[src/rtl/nes_ctrl_pkg.sv]
// ---------------------------------------------------------------------------
// nes_ctrl_pkg
// Shared definitions for the NES joypad responder:
//   - btn_e        : bit position of each NES button in the 8-bit button word
//   - KEY_*        : USB HID usage codes that drive each button
//   - CTRL*_ADDR   : CPU addresses of the two controller ports
//   - OPEN_BUS_HI  : upper read-data bits that the NES bus leaves floating high
//   - map_keycode  : combinational keycode -> button word translation
// ---------------------------------------------------------------------------
package nes_ctrl_pkg;

    typedef enum logic [2:0] {
        BTN_A      = 3'd0,
        BTN_B      = 3'd1,
        BTN_SELECT = 3'd2,
        BTN_START  = 3'd3,
        BTN_UP     = 3'd4,
        BTN_DOWN   = 3'd5,
        BTN_LEFT   = 3'd6,
        BTN_RIGHT  = 3'd7
    } btn_e;

    localparam logic [7:0] KEY_X     = 8'h1B;
    localparam logic [7:0] KEY_Z     = 8'h1D;
    localparam logic [7:0] KEY_SPACE = 8'h2C;
    localparam logic [7:0] KEY_ENTER = 8'h28;
    localparam logic [7:0] KEY_UP    = 8'h52;
    localparam logic [7:0] KEY_W     = 8'h1A;
    localparam logic [7:0] KEY_DOWN  = 8'h51;
    localparam logic [7:0] KEY_S     = 8'h16;
    localparam logic [7:0] KEY_LEFT  = 8'h50;
    localparam logic [7:0] KEY_A     = 8'h04;
    localparam logic [7:0] KEY_RIGHT = 8'h4F;
    localparam logic [7:0] KEY_D     = 8'h07;

    localparam logic [15:0] CTRL1_ADDR  = 16'h4016;
    localparam logic [15:0] CTRL2_ADDR  = 16'h4017;
    localparam logic [7:0]  OPEN_BUS_HI = 8'h40;

    // Only one key is reported at a time, so at most one button is raised.
    function automatic logic [7:0] map_keycode(input logic [7:0] code);
        logic [7:0] btn;
        btn = '0;
        case (code)
            KEY_X:               btn[BTN_A]      = 1'b1;
            KEY_Z:               btn[BTN_B]      = 1'b1;
            KEY_SPACE:           btn[BTN_SELECT] = 1'b1;
            KEY_ENTER:           btn[BTN_START]  = 1'b1;
            KEY_UP,    KEY_W:    btn[BTN_UP]     = 1'b1;
            KEY_DOWN,  KEY_S:    btn[BTN_DOWN]   = 1'b1;
            KEY_LEFT,  KEY_A:    btn[BTN_LEFT]   = 1'b1;
            KEY_RIGHT, KEY_D:    btn[BTN_RIGHT]  = 1'b1;
            default: ;
        endcase
        return btn;
    endfunction

endpackage

[src/rtl/nes_controller_port_stretch.sv]
// ---------------------------------------------------------------------------
// key_stretch
// Holds one button asserted for STRETCH_CYCLES clocks after its key is last
// seen, so a short key tap survives until the game polls the pad.
// Runs every clock, independent of the CPU clock enable.
// Ports:
//   Clk     in  system clock
//   Reset   in  synchronous, active-high
//   raw     in  unstretched button from the key map
//   button  out stretched button (high while the hold counter is non-zero)
// ---------------------------------------------------------------------------
module key_stretch #(
    parameter int STRETCH_CYCLES = 357954
) (
    input  logic Clk,
    input  logic Reset,
    input  logic raw,
    output logic button
);

    localparam int CNT_W = $clog2(STRETCH_CYCLES + 1);
    localparam logic [CNT_W-1:0] CNT_MAX = CNT_W'(STRETCH_CYCLES);
    localparam logic [CNT_W-1:0] CNT_ONE = CNT_W'(1);

    logic [CNT_W-1:0] cnt;

    // A held key keeps re-arming the counter; on release it counts down to 0.
    always_ff @(posedge Clk) begin
        if (Reset) begin
            cnt <= '0;
        end else if (raw) begin
            cnt <= CNT_MAX;
        end else if (cnt != '0) begin
            cnt <= cnt - CNT_ONE;
        end
    end

    assign button = (cnt != '0);

endmodule

[src/rtl/nes_controller_port.sv]
// ---------------------------------------------------------------------------
// nes_controller_port
// Responder for the NES joypad registers $4016/$4017. Translates the SOC
// keycode into the 8 NES buttons, stretches short taps, latches the buttons
// while the strobe is high and shifts them out one bit per $4016 read.
// Ports:
//   Clk           in   system clock
//   Reset         in   synchronous, active-high
//   cpu_ce        in   one-clock pulse per CPU cycle; qualifies the bus
//   cpu_addr      in   CPU address [15:0]
//   cpu_rw_n      in   1 = read, 0 = write
//   cpu_wdata     in   CPU write data [7:0]
//   keycode       in   current USB HID usage, 0x00 = no key
//   cpu_rdata     out  read data, combinational
//   cpu_rdata_en  out  read-mux select for $4016/$4017 reads
//   buttons_dbg   out  stretched buttons {Right,Left,Down,Up,Start,Select,B,A}
// ---------------------------------------------------------------------------
module nes_controller_port
    import nes_ctrl_pkg::*;
#(
    parameter int STRETCH_CYCLES = 357954,
    parameter int PORT2_PRESENT  = 0
) (
    input  logic        Clk,
    input  logic        Reset,
    input  logic        cpu_ce,
    input  logic [15:0] cpu_addr,
    input  logic        cpu_rw_n,
    input  logic [7:0]  cpu_wdata,
    input  logic [7:0]  keycode,
    output logic [7:0]  cpu_rdata,
    output logic        cpu_rdata_en,
    output logic [7:0]  buttons_dbg
);

    logic [7:0] raw_btn;
    logic [7:0] buttons;

    logic       strobe;
    logic [7:0] shift_reg;
    logic [3:0] read_cnt;

    logic       sel1;
    logic       sel2;
    logic       rd1;
    logic       rd2;
    logic       wr1;
    logic       port1_bit;
    logic       port2_bit;
    logic [6:0] unused_wdata;

    assign raw_btn = map_keycode(keycode);

    key_stretch #(
        .STRETCH_CYCLES(STRETCH_CYCLES)
    ) u_stretch [7:0] (
        .Clk    (Clk),
        .Reset  (Reset),
        .raw    (raw_btn),
        .button (buttons)
    );

    assign buttons_dbg = buttons;

    // Address decode. The mux select ignores cpu_ce so the bus mux can be
    // set up before the enable pulse; state changes need cpu_ce.
    assign sel1 = (cpu_addr == CTRL1_ADDR);
    assign sel2 = (cpu_addr == CTRL2_ADDR);
    assign rd1  = cpu_ce &  cpu_rw_n & sel1;
    assign rd2  = cpu_ce &  cpu_rw_n & sel2;
    assign wr1  = cpu_ce & ~cpu_rw_n & sel1;

    assign cpu_rdata_en = cpu_rw_n & (sel1 | sel2);

    // Only bit 0 of the $4016 write is the strobe.
    assign unused_wdata = cpu_wdata[7:1];

    // With strobe high the pad is transparent and reports live A. After eight
    // shifts a real pad reports 1s, which read_cnt reproduces explicitly.
    always_comb begin
        port1_bit = 1'b1;
        if (strobe) begin
            port1_bit = buttons[BTN_A];
        end else if (read_cnt < 4'd8) begin
            port1_bit = shift_reg[0];
        end
    end

    assign port2_bit = (PORT2_PRESENT != 0) ? port1_bit : 1'b0;

    always_comb begin
        cpu_rdata = OPEN_BUS_HI;
        if (rd1) begin
            cpu_rdata = OPEN_BUS_HI | {7'b0, port1_bit};
        end else if (rd2) begin
            cpu_rdata = OPEN_BUS_HI | {7'b0, port2_bit};
        end
    end

    // The shift lands on the clock that ends the read cycle, so the CPU has
    // already sampled the pre-shift bit. The reload while strobe is high uses
    // the registered strobe, so the clock that clears it still reloads once.
    always_ff @(posedge Clk) begin
        if (Reset) begin
            strobe    <= 1'b0;
            shift_reg <= 8'h00;
            read_cnt  <= 4'd0;
        end else begin
            if (wr1) begin
                strobe <= cpu_wdata[0];
            end
            if (strobe) begin
                shift_reg <= buttons;
                read_cnt  <= 4'd0;
            end else if (rd1) begin
                shift_reg <= {1'b0, shift_reg[7:1]};
                if (read_cnt != 4'd8) begin
                    read_cnt <= read_cnt + 4'd1;
                end
            end
        end
    end

endmodule
[config.mk]
export PLATFORM = sky130hd
export DESIGN_NAME = nes_controller_port
export DESIGN_NICKNAME = d
export VERILOG_FILES = /design/src/rtl/nes_ctrl_pkg.sv /design/src/rtl/nes_controller_port_stretch.sv /design/src/rtl/nes_controller_port.sv
export SDC_FILE = /design/constraint.sdc
export NUM_CORES = 1
export LEC_CHECK = 0
export BUFFER_PORTS_ARGS = -buffer_cell sky130_fd_sc_hd__clkbuf_2
export CAP_MARGIN = 20
export CORE_MARGIN = 2
export CORE_UTILIZATION = 30
export DETAILED_ROUTE_END_ITERATION = 7
export SETUP_SLACK_MARGIN = 0.05
export SKIP_LAST_GASP = 1
export SYNTH_ARGS = -nofsm -noshare
export SYNTH_HDL_FRONTEND = slang
export SYNTH_SLANG_ARGS = --single-unit
[constraint.sdc]
create_clock -name Clk -period 2.8 [get_ports Clk]
set_clock_uncertainty 0.1 [all_clocks]
set_input_delay 0.84 -clock Clk [delete_from_list [all_inputs] [get_ports Clk]]
set_output_delay 0.84 -clock Clk [all_outputs]
set_load 0.01 [all_outputs]
==> results.py, run 1 <==
metrics = {
    "layout": {
        "n_fill_cell": 3077,
        "stdcell_count": 1629,
        "final_cell_mix": "dfxtp_1, buf_4, nand2_1",
        "multiInputGateArea_mm2": 0.005851,
        "nNetsFinal": 1266,
        "layout_commonest_cell": "dfxtp_1",
        "regArea_mm2": 0.003322,
        "largest_reg_flops": 152,
        "drive_gt1_share_pct": 22.32,
        "area_growth_pct": 23.13,
    },
    "sta": {
        "fmax_mhz": 305.2,
        "hold_viol": 0,
        "finalCriticalPeriod_ps": 3277,
        "slew-limit-headroom_pct": 40.99,
        "slew_viol_final": 0,
        "rsz0062_at_grt": "true",
        "fin_crit_sh_pct": 117.0,
        "setup_viol": 4,
        "worstMarginPinSlew_ps": 877.1,
        "timing.final.ws_setup_ps": -476.7,
    },
    "synthesis": {
        "avgSynthCellArea_um2": 8.273,
        "yosysWarnings": 0,
        "ys_types": 69,
        "synth_edf_count": 0,
        "synth_area_mm2": 0.009283,
        "syn_inst": 1122,
        "ys_seq_area_share_pct": 35.58,
        "async_reset_ff_share_pct": 0,
        "ys_ff_latch": 165,
        "synth_top_flop_cell": "dfxtp_1",
    },
    "grt": {
        "grt_pass1_vias": 8425,
        "overflow": 0,
        "antenna_found_initial": 1,
        "grt_max_degree": 30,
        "grt_use_total_pct": 14.89,
        "grt_pass1_wl_mm": 41.18,
    },
    "power_and_ir_drop": {
        "p_leak_nw": 4.304,
        "peakVddDrop_uv": 464.4,
        "power_density_mw_per_mm2": 1365,
    },
    "routing": {
        "dr.pass1.iters": 5,
        "via_per_inst": 5.557,
        "ant_nets": 0,
        "routed_wl_mm": 24.55,
        "vias": 9052,
        "drc": 0,
        "first_iter_violations": 705,
        "wire_per_inst_um": 15.07,
    },
    "setup_path": {
        "crit_slowest_cell": "or4_4",
        "cp.required_ps": 1860,
        "cp_common_cell": "or4_4",
        "cp_cell_sequence": "or4_4, or2_4, or4_4, o21a_1, clkbuf_2",
        "critPathArrivalTime_ps": 2340,
        "endpoint_kind": "output port",
        "start_kind": "flop",
        "worstPathMaxFanout": 2,
        "cpPeakStageDelay_ps": 530,
        "critical_path_class": "flop to output port",
    },
    "clock_network": {
        "numCtsBuffers": 17,
        "clock_sink_count": 165,
        "cts_tree": "built",
        "hold_buffers": 0,
        "clk_pin_slew_ps": 60,
        "cts_root_buffer": "clkbuf_16",
        "clk_latency_ps": 440,
        "htree_levels": 4,
        "clockBufferDepth": 2,
    },
    "floorplanning": {
        "rows": 64,
        "die_area_mm2": 0.03237,
        "die_h_um": 179.9,
        "initial_core_util_pct": 30.43,
        "core_area_mm2": 0.03051,
        "io_pins": 53,
        "die-width_um": 179.9,
    },
    "place": {
        "portBuffers": 38,
        "place_congestion": 0.8129,
        "hpwl_mm": 16.85,
        "post-place-ws_ps": -346.2,
        "placed_cells": 1574,
    },
    "hold_path": {
        "hold_path.class": "flop to flop",
    },
    "run_status": {
        "status": "complete, but fails checks",
        "violations": "setup timing",
    },
    "job": {
        "cap_violations": 0,
    },
}
[timing repair]
item	4_1_cts	5_1_grt
resized for setup	48	32
endpoints found under the setup margin	9	10
pin swaps	13	13
buffers inserted	18	4
endpoints found under the hold margin	0	0
[Yosys cell counts (all sizes together), types with 29 or more instances]
master  instances  area (µm²)
nand2b         40       250.2
a21oi          62       310.3
nor4           46       319.1
o31ai          30       225.2
dfxtp         165        3303
clkbuf         50       187.7
nor2           44       165.2
or3            48       305.3
nand3          39       195.2
mux2i          48       480.5
nor3           60       300.3
inv            29       108.9
a31oi          40       250.2
or4            48       364.1
nand2          84       315.3
o21ai          51       255.2
[worst max-delay path: cells and delay by family (launching register included)]
family                 cells  cell delay [ps]
flip-flops                 1              320
AO/OA/AOI/OAI              1              200
AND/OR/NAND/NOR            3             1260
buffers and inverters      1              130
[report_power, final]
group          total [W]  internal [W]  leakage, nW  switching, W
Combinational    0.00901       0.00409         2.64       0.00492
Sequential       0.00410       0.00320         1.35      0.000902
Clock            0.00249       0.00151        0.305      0.000974
[routing by layer]
metal	vias to the layer above	GRT usage (%)	routed length (µm)
met5	-	0	0
met4	0	4.813	444
met3	32	2.532	626
met2	145	25.16	11790
met1	4343	19.26	11690
li1	4532	-	-
[cells by family (layout without fill, tap and decap cells)]
| kind of cell | after synthesis | in the layout | synth area share (%) |
|---|---|---|---|
| AND/OR/NAND/NOR | 516 | 516 | 32.83 |
| AO/OA/AOI/OAI | 278 | 278 | 19.92 |
| flip-flops | 165 | 165 | 35.58 |
| buffers and inverters | 100 | 205 | 4.771 |
| multiplexers | 48 | 48 | 5.176 |
| adder cells (fa/ha/maj) | 10 | 10 | 1.348 |
| XOR/XNOR | 3 | 3 | 0.2831 |
| other | 2 | 8 | 0.08090 |
[path summary, 6_finish.rpt]
kind,from,cells past startpoint,slack [ps],end
worst max-delay path,u_stretch[0].cnt[6]$_SDFFE_PP0P_,5,-480,cpu_rdata[0]
worst min-delay path,u_stretch[7].cnt[18]$_SDFFE_PP0P_,2,370,u_stretch[7].cnt[18]$_SDFFE_PP0P_
worst max register to register,u_stretch[5].cnt[0]$_SDFFE_PP0P_,7,190,u_stretch[5].cnt[14]$_SDFFE_PP0P_
worst min register to register,u_stretch[7].cnt[18]$_SDFFE_PP0P_,2,370,u_stretch[7].cnt[18]$_SDFFE_PP0P_
[area by class of cell]
type / count / area share (%)
antenna: 1 / 0.02189
clock inverter: 8 / 1.062
clock buffer: 23 / 4.357
tap: 396 / 4.335
multi-input combinational: 862 / 51.19
timing repair buffer: 144 / 8.987
inverter: 30 / 0.9852
sequential: 165 / 29.06
[stage by stage]
stage                     util, %  hold slack (ps)  setup TNS (ps)  total power [W]  area (µm²)
final                       37.46            372.8           -1289          0.01560       11430
after global routing        37.46            392.3           -1568          0.01685       11430
after CTS                   36.98            369.4           -1350          0.01530       11280
after detailed placement    33.90            361.2          -363.1          0.01226       10340
after global placement      33.90            353.3          -293.3          0.01213       10340
after floorplan                 -            338.3               0         0.009943        9385
No activity file was read; power rests on OpenSTA's default activity.
==> run 2: changes to the inputs <==
- BUFFER_PORTS_ARGS: -buffer_cell sky130_fd_sc_hd__clkbuf_2 -> not set
- DONT_BUFFER_PORTS: not set -> 1
==> results.py, run 2 (synthesized netlist as in run 1, its figures left out) <==
metrics = {
    "layout": {
        "area_growth_pct": 17.75,
        "num_antenna_cells": 0,
        "final_cell_mix": "dfxtp_1, nand2_1, buf_4",
        "layout_commonest_cell": "dfxtp_1",
        "drive_gt1_share_pct": 17.12,
        "nNetsFinal": 1201,
        "largest_reg_flops": 152,
    },
    "clock_network": {
        "htree_levels": 4,
        "clock_sink_count": 165,
        "clockBufferDepth": 2,
        "cts_tree": "built",
        "clk_pin_slew_ps": 70,
        "cts_root_buffer": "clkbuf_16",
        "numCtsBuffers": 17,
        "clk_latency_ps": 420,
    },
    "power_and_ir_drop": {
        "peakVddDrop_uv": 499.5,
        "total_power_w": 0.01523,
        "power_density_mw_per_mm2": 1393,
        "p_leak_nw": 3.963,
    },
    "run_status": {
        "status": "complete, but fails checks",
        "violations": "setup timing",
    },
    "setup_path": {
        "endpoint_kind": "output port",
        "worstPathMaxFanout": 2,
        "cp.required_ps": 1860,
        "rr_endpoint": "u_stretch[2].cnt[14]$_SDFFE_PP0P_",
        "critPathArrivalTime_ps": 2250,
        "worstRegToRegCells": 8,
        "start_kind": "flop",
        "r2r-start": "u_stretch[2].cnt[1]$_SDFFE_PP0P_",
        "ff2ff_setup_slack_ps": 190,
        "critical_path_class": "flop to output port",
    },
    "floorplanning": {
        "initial_core_util_pct": 30.43,
        "core_area_mm2": 0.03051,
        "rows": 64,
        "die_area_mm2": 0.03237,
        "die_h_um": 179.9,
        "io_pins": 53,
        "die-width_um": 179.9,
    },
    "routing": {
        "vias": 8712,
        "drc": 0,
        "routed_wl_mm": 23.78,
        "wire_per_inst_um": 15.21,
        "via_per_inst": 5.570,
        "ant_nets": 0,
        "dr.pass1.iters": 5,
        "first_iter_violations": 549,
    },
    "grt": {
        "grt_max_degree": 94,
        "grt_pass1_wl_mm": 39.90,
        "grt_pass1_vias": 8207,
        "grt_use_total_pct": 14.46,
        "overflow": 0,
        "antenna_found_initial": 0,
    },
    "sta": {
        "rsz0062_at_grt": "true",
        "fmax_mhz": 313.0,
        "slew-limit-headroom_pct": 46.80,
        "hold_viol": 0,
        "timing.final.ws_setup_ps": -394.5,
        "worstMarginPinSlew_ps": 790.7,
        "slew_viol_final": 0,
        "fin_crit_sh_pct": 114.1,
        "hold_ws_ps": 366.3,
        "finalCriticalPeriod_ps": 3194,
        "setup_viol": 3,
    },
    "place": {
        "hpwl_mm": 16.17,
        "portBuffers": 0,
        "place_congestion": 0.8040,
    },
    "hold_path": {
        "hold_path.class": "flop to flop",
        "hold_start": "u_stretch[2].cnt[18]$_SDFFE_PP0P_",
        "min_to": "u_stretch[2].cnt[18]$_SDFFE_PP0P_",
        "whs_path_depth": 2,
    },
    "job": {
        "cap_violations": 0,
    },
}
run 2: through the flow:
stage / cell area (µm²) / instances / setup TNS (ps) / setup WS [ps] / utilization (%)
2_1_floorplan: 9385 / 1127 / 0 / 19.03 / -
3_3_place_gp: 10070 / 1525 / -59.89 / -59.89 / 32.99
3_5_place_dp: 10070 / 1525 / -63.44 / -63.44 / 32.99
4_1_cts: 10820 / 1561 / -980.7 / -402.3 / 35.45
5_1_grt: 10930 / 1564 / -1138 / -453.9 / 35.83
6_report: 10930 / 1564 / -932.8 / -394.5 / 35.83
run 2: final cells by class:
class,count,area (µm²)
Clock buffer,22,474.2
Tap cell,396,495.5
Inverter,30,112.6
Timing Repair Buffer,79,596.8
Sequential cell,165,3314
Multi-Input combinational cell,862,5791
Clock inverter,10,146.4
Fill cell,3085,19580
run 2: power breakdown:
part	internal, W	total (W)	switching, W
combinational	0.00387	0.00865	0.00478
clock	0.00148	0.00248	0.000996
sequential	0.00319	0.00409	0.000905
run 2: critical path, cell delays in order, from the launching register on:
cell	delay (ps)
dfxtp_1	310
or4_4	530
or2_4	250
or4_4	500
o21a_4	230
run 2: metal layers:
| metal | share of wire [%] | track usage (%) |
|---|---|---|
| met1 | 47 | 18.46 |
| met2 | 46 | 24.00 |
| met3 | 3.2 | 2.310 |
| met4 | 3.2 | 6.472 |
| met5 | 0 | 0 |
run 2: repair_timing:
item	in CTS	in global routing
endpoints found under the setup margin	7	9
gates resized for setup	30	23
pin swaps	6	8
hold buffers	0	0
buffers inserted	4	3
run 2: worst max-delay path by stage:
stage,to,startpoint,slack (ps)
6_report,cpu_rdata[0],u_stretch[0].cnt[6]$_SDFFE_PP0P_,-390
5_1_grt,cpu_rdata[0],u_stretch[0].cnt[6]$_SDFFE_PP0P_,-450
4_1_cts,cpu_rdata[0],u_stretch[0].cnt[6]$_SDFFE_PP0P_,-400
3_5_place_dp,cpu_rdata[0],cpu_addr[5],-60
3_3_place_gp,cpu_rdata[0],cpu_addr[5],-60
2_1_floorplan,cpu_rdata[0],u_stretch[0].cnt[1]$_SDFFE_PP0P_,20
==> run 3: changes to the inputs <==
- CTS_BUF_LIST: not set -> sky130_fd_sc_hd__clkbuf_8
- REMOVE_ABC_BUFFERS: not set -> 1
- clock period: 2.8 -> 3 ns (I/O delays scaled with it)
==> results.py, run 3 (synthesized netlist as in run 1, its figures left out) <==
metrics = {
    "hold_path": {
        "hold_path.class": "flop to flop",
    },
    "floorplanning": {
        "die_h_um": 179.9,
        "initial_core_util_pct": 30.43,
        "io_pins": 53,
        "die_area_mm2": 0.03237,
        "core_area_mm2": 0.03051,
        "rows": 64,
        "die-width_um": 179.9,
    },
    "routing": {
        "drc": 0,
        "first_iter_violations": 582,
        "via_per_inst": 5.658,
        "vias": 8781,
        "routed_wl_mm": 24.34,
        "ant_nets": 0,
        "wire_per_inst_um": 15.68,
        "dr.pass1.iters": 5,
    },
    "setup_path": {
        "critPathArrivalTime_ps": 2310,
        "cp.required_ps": 2000,
        "crit_slowest_cell": "or4_4",
        "cpPeakStageDelay_ps": 530,
        "cp_common_cell": "or4_4",
        "cpLargestDelayFamily": "simple AND/OR/NAND/NOR gates",
        "critical_path_class": "flop to output port",
        "worstPathMaxFanout": 2,
        "endpoint_kind": "output port",
        "start_kind": "flop",
        "critical_path_buf_inv_count": 0,
        "cp_cell_sequence": "or4_4, or2_4, or4_4, o21a_4",
        "ff2ff_setup_slack_ps": 450,
    },
    "place": {
        "placed_cells": 1512,
        "hpwl_mm": 16.43,
        "place_congestion": 0.8131,
        "portBuffers": 0,
        "post-place-ws_ps": -117.0,
    },
    "layout": {
        "area_growth_pct": 13.06,
        "n_fill_cell": 3161,
        "nNetsFinal": 1189,
        "layout_commonest_cell": "dfxtp_1",
        "final_cell_mix": "dfxtp_1, nand2_1, buf_4",
        "num_antenna_cells": 0,
        "largest_reg_flops": 152,
        "stdcell_count": 1552,
        "drive_gt1_share_pct": 14.71,
    },
    "grt": {
        "grt_pass1_vias": 7988,
        "grt_use_total_pct": 14.68,
        "grt_max_degree": 94,
        "grt_pass1_wl_mm": 39.90,
        "antenna_found_initial": 0,
        "overflow": 0,
    },
    "sta": {
        "slew-limit-headroom_pct": 45.92,
        "hold_ws_ps": 368.6,
        "rsz0062_at_grt": "true",
        "fin_crit_sh_pct": 110.4,
        "hold_viol": 0,
        "setup_viol": 3,
        "finalCriticalPeriod_ps": 3313,
        "timing.final.ws_setup_ps": -312.7,
        "fmax_mhz": 301.9,
        "slew_viol_final": 0,
        "worstMarginPinSlew_ps": 803.8,
    },
    "clock_network": {
        "clk_latency_ps": 480,
        "hold_buffers": 0,
        "clk_pin_slew_ps": 90,
        "htree_levels": 4,
        "numCtsBuffers": 17,
        "cts_tree": "built",
        "clockBufferDepth": 2,
        "clock_sink_count": 165,
        "cts_root_buffer": "clkbuf_8",
    },
    "job": {
        "cap_violations": 0,
    },
    "power_and_ir_drop": {
        "p_leak_nw": 3.786,
        "peakVddDrop_uv": 507.4,
        "power_density_mw_per_mm2": 1258,
    },
    "run_status": {
        "status": "complete, but fails checks",
        "violations": "setup timing",
    },
}
## run 3: cell types whose count changed in the layout (fill, tap and decap cells not counted), sizes merged
cell / before / now
buf: 79 / 67
bufinv: 3 / 1
clkbuf: 22 / 18
clkinv: 6 / 5
clkinvlp: 1 / 4
inv: 30 / 34
## run 3: layout make-up
cell class	instances	area (µm²)	share of cell area (%)
inverters	30	112.6	1.073
well taps	396	495.5	4.721
repair buffers	67	503.0	4.793
clock inverters	14	98.84	0.9418
clock buffers	18	247.7	2.361
flip-flops and latches	165	3314	31.58
multi-input cells	862	5723	54.53
## run 3: worst paths after layout
kind / to / startpoint / cells after the start
max: cpu_rdata[0] / u_stretch[0].cnt[5]$_SDFFE_PP0P_ / 4
min: u_stretch[7].cnt[18]$_SDFFE_PP0P_ / u_stretch[7].cnt[18]$_SDFFE_PP0P_ / 2
max reg2reg: u_stretch[2].cnt[14]$_SDFFE_PP0P_ / u_stretch[2].cnt[0]$_SDFFE_PP0P_ / 7
min reg2reg: u_stretch[7].cnt[18]$_SDFFE_PP0P_ / u_stretch[7].cnt[18]$_SDFFE_PP0P_ / 2
## run 3: metal layers
metal	routed length [µm]	track usage, %
met1	11740	19.79
met2	11240	23.57
met5	0	0
met4	448	4.813
met3	900	2.796
## run 3: timing repair
action / CTS / global route
pin swaps: 8 / 7
setup endpoints to repair: 7 / 9
buffers inserted: 5 / 3
resized for setup: 35 / 15
## run 3: per-stage QoR
step	setup TNS, ps	power, W	util [%]	instance area [µm²]
finish	-702.1	0.01320	34.40	10500
global route	-901.1	0.01430	34.40	10500
CTS	-788.3	0.01300	34.12	10410
detailed placement	-117.0	0.01110	32.48	9910
global placement	-131.0	0.01093	32.48	9910
floorplan	-122.2	0.008802	-	8971
## run 3: report_power, final
| group | total, W | internal (W) | switching [W] | leakage (nW) |
|---|---|---|---|---|
| clock | 0.00150 | 0.000655 | 0.000847 | 0.186 |
| combinational | 0.00789 | 0.00341 | 0.00447 | 2.25 |
| sequential | 0.00382 | 0.00297 | 0.000844 | 1.35 |
| total | 0.0132 | 0.00704 | 0.00616 | 3.79 |
## run 3: worst register-to-register path: stages (launching register included)
cell	delay, ps
dfxtp_1	350
inv_1	90
ha_1	160
or4b_4	490
buf_4	180
or3_4	440
or4_1	520
a31oi_1	160
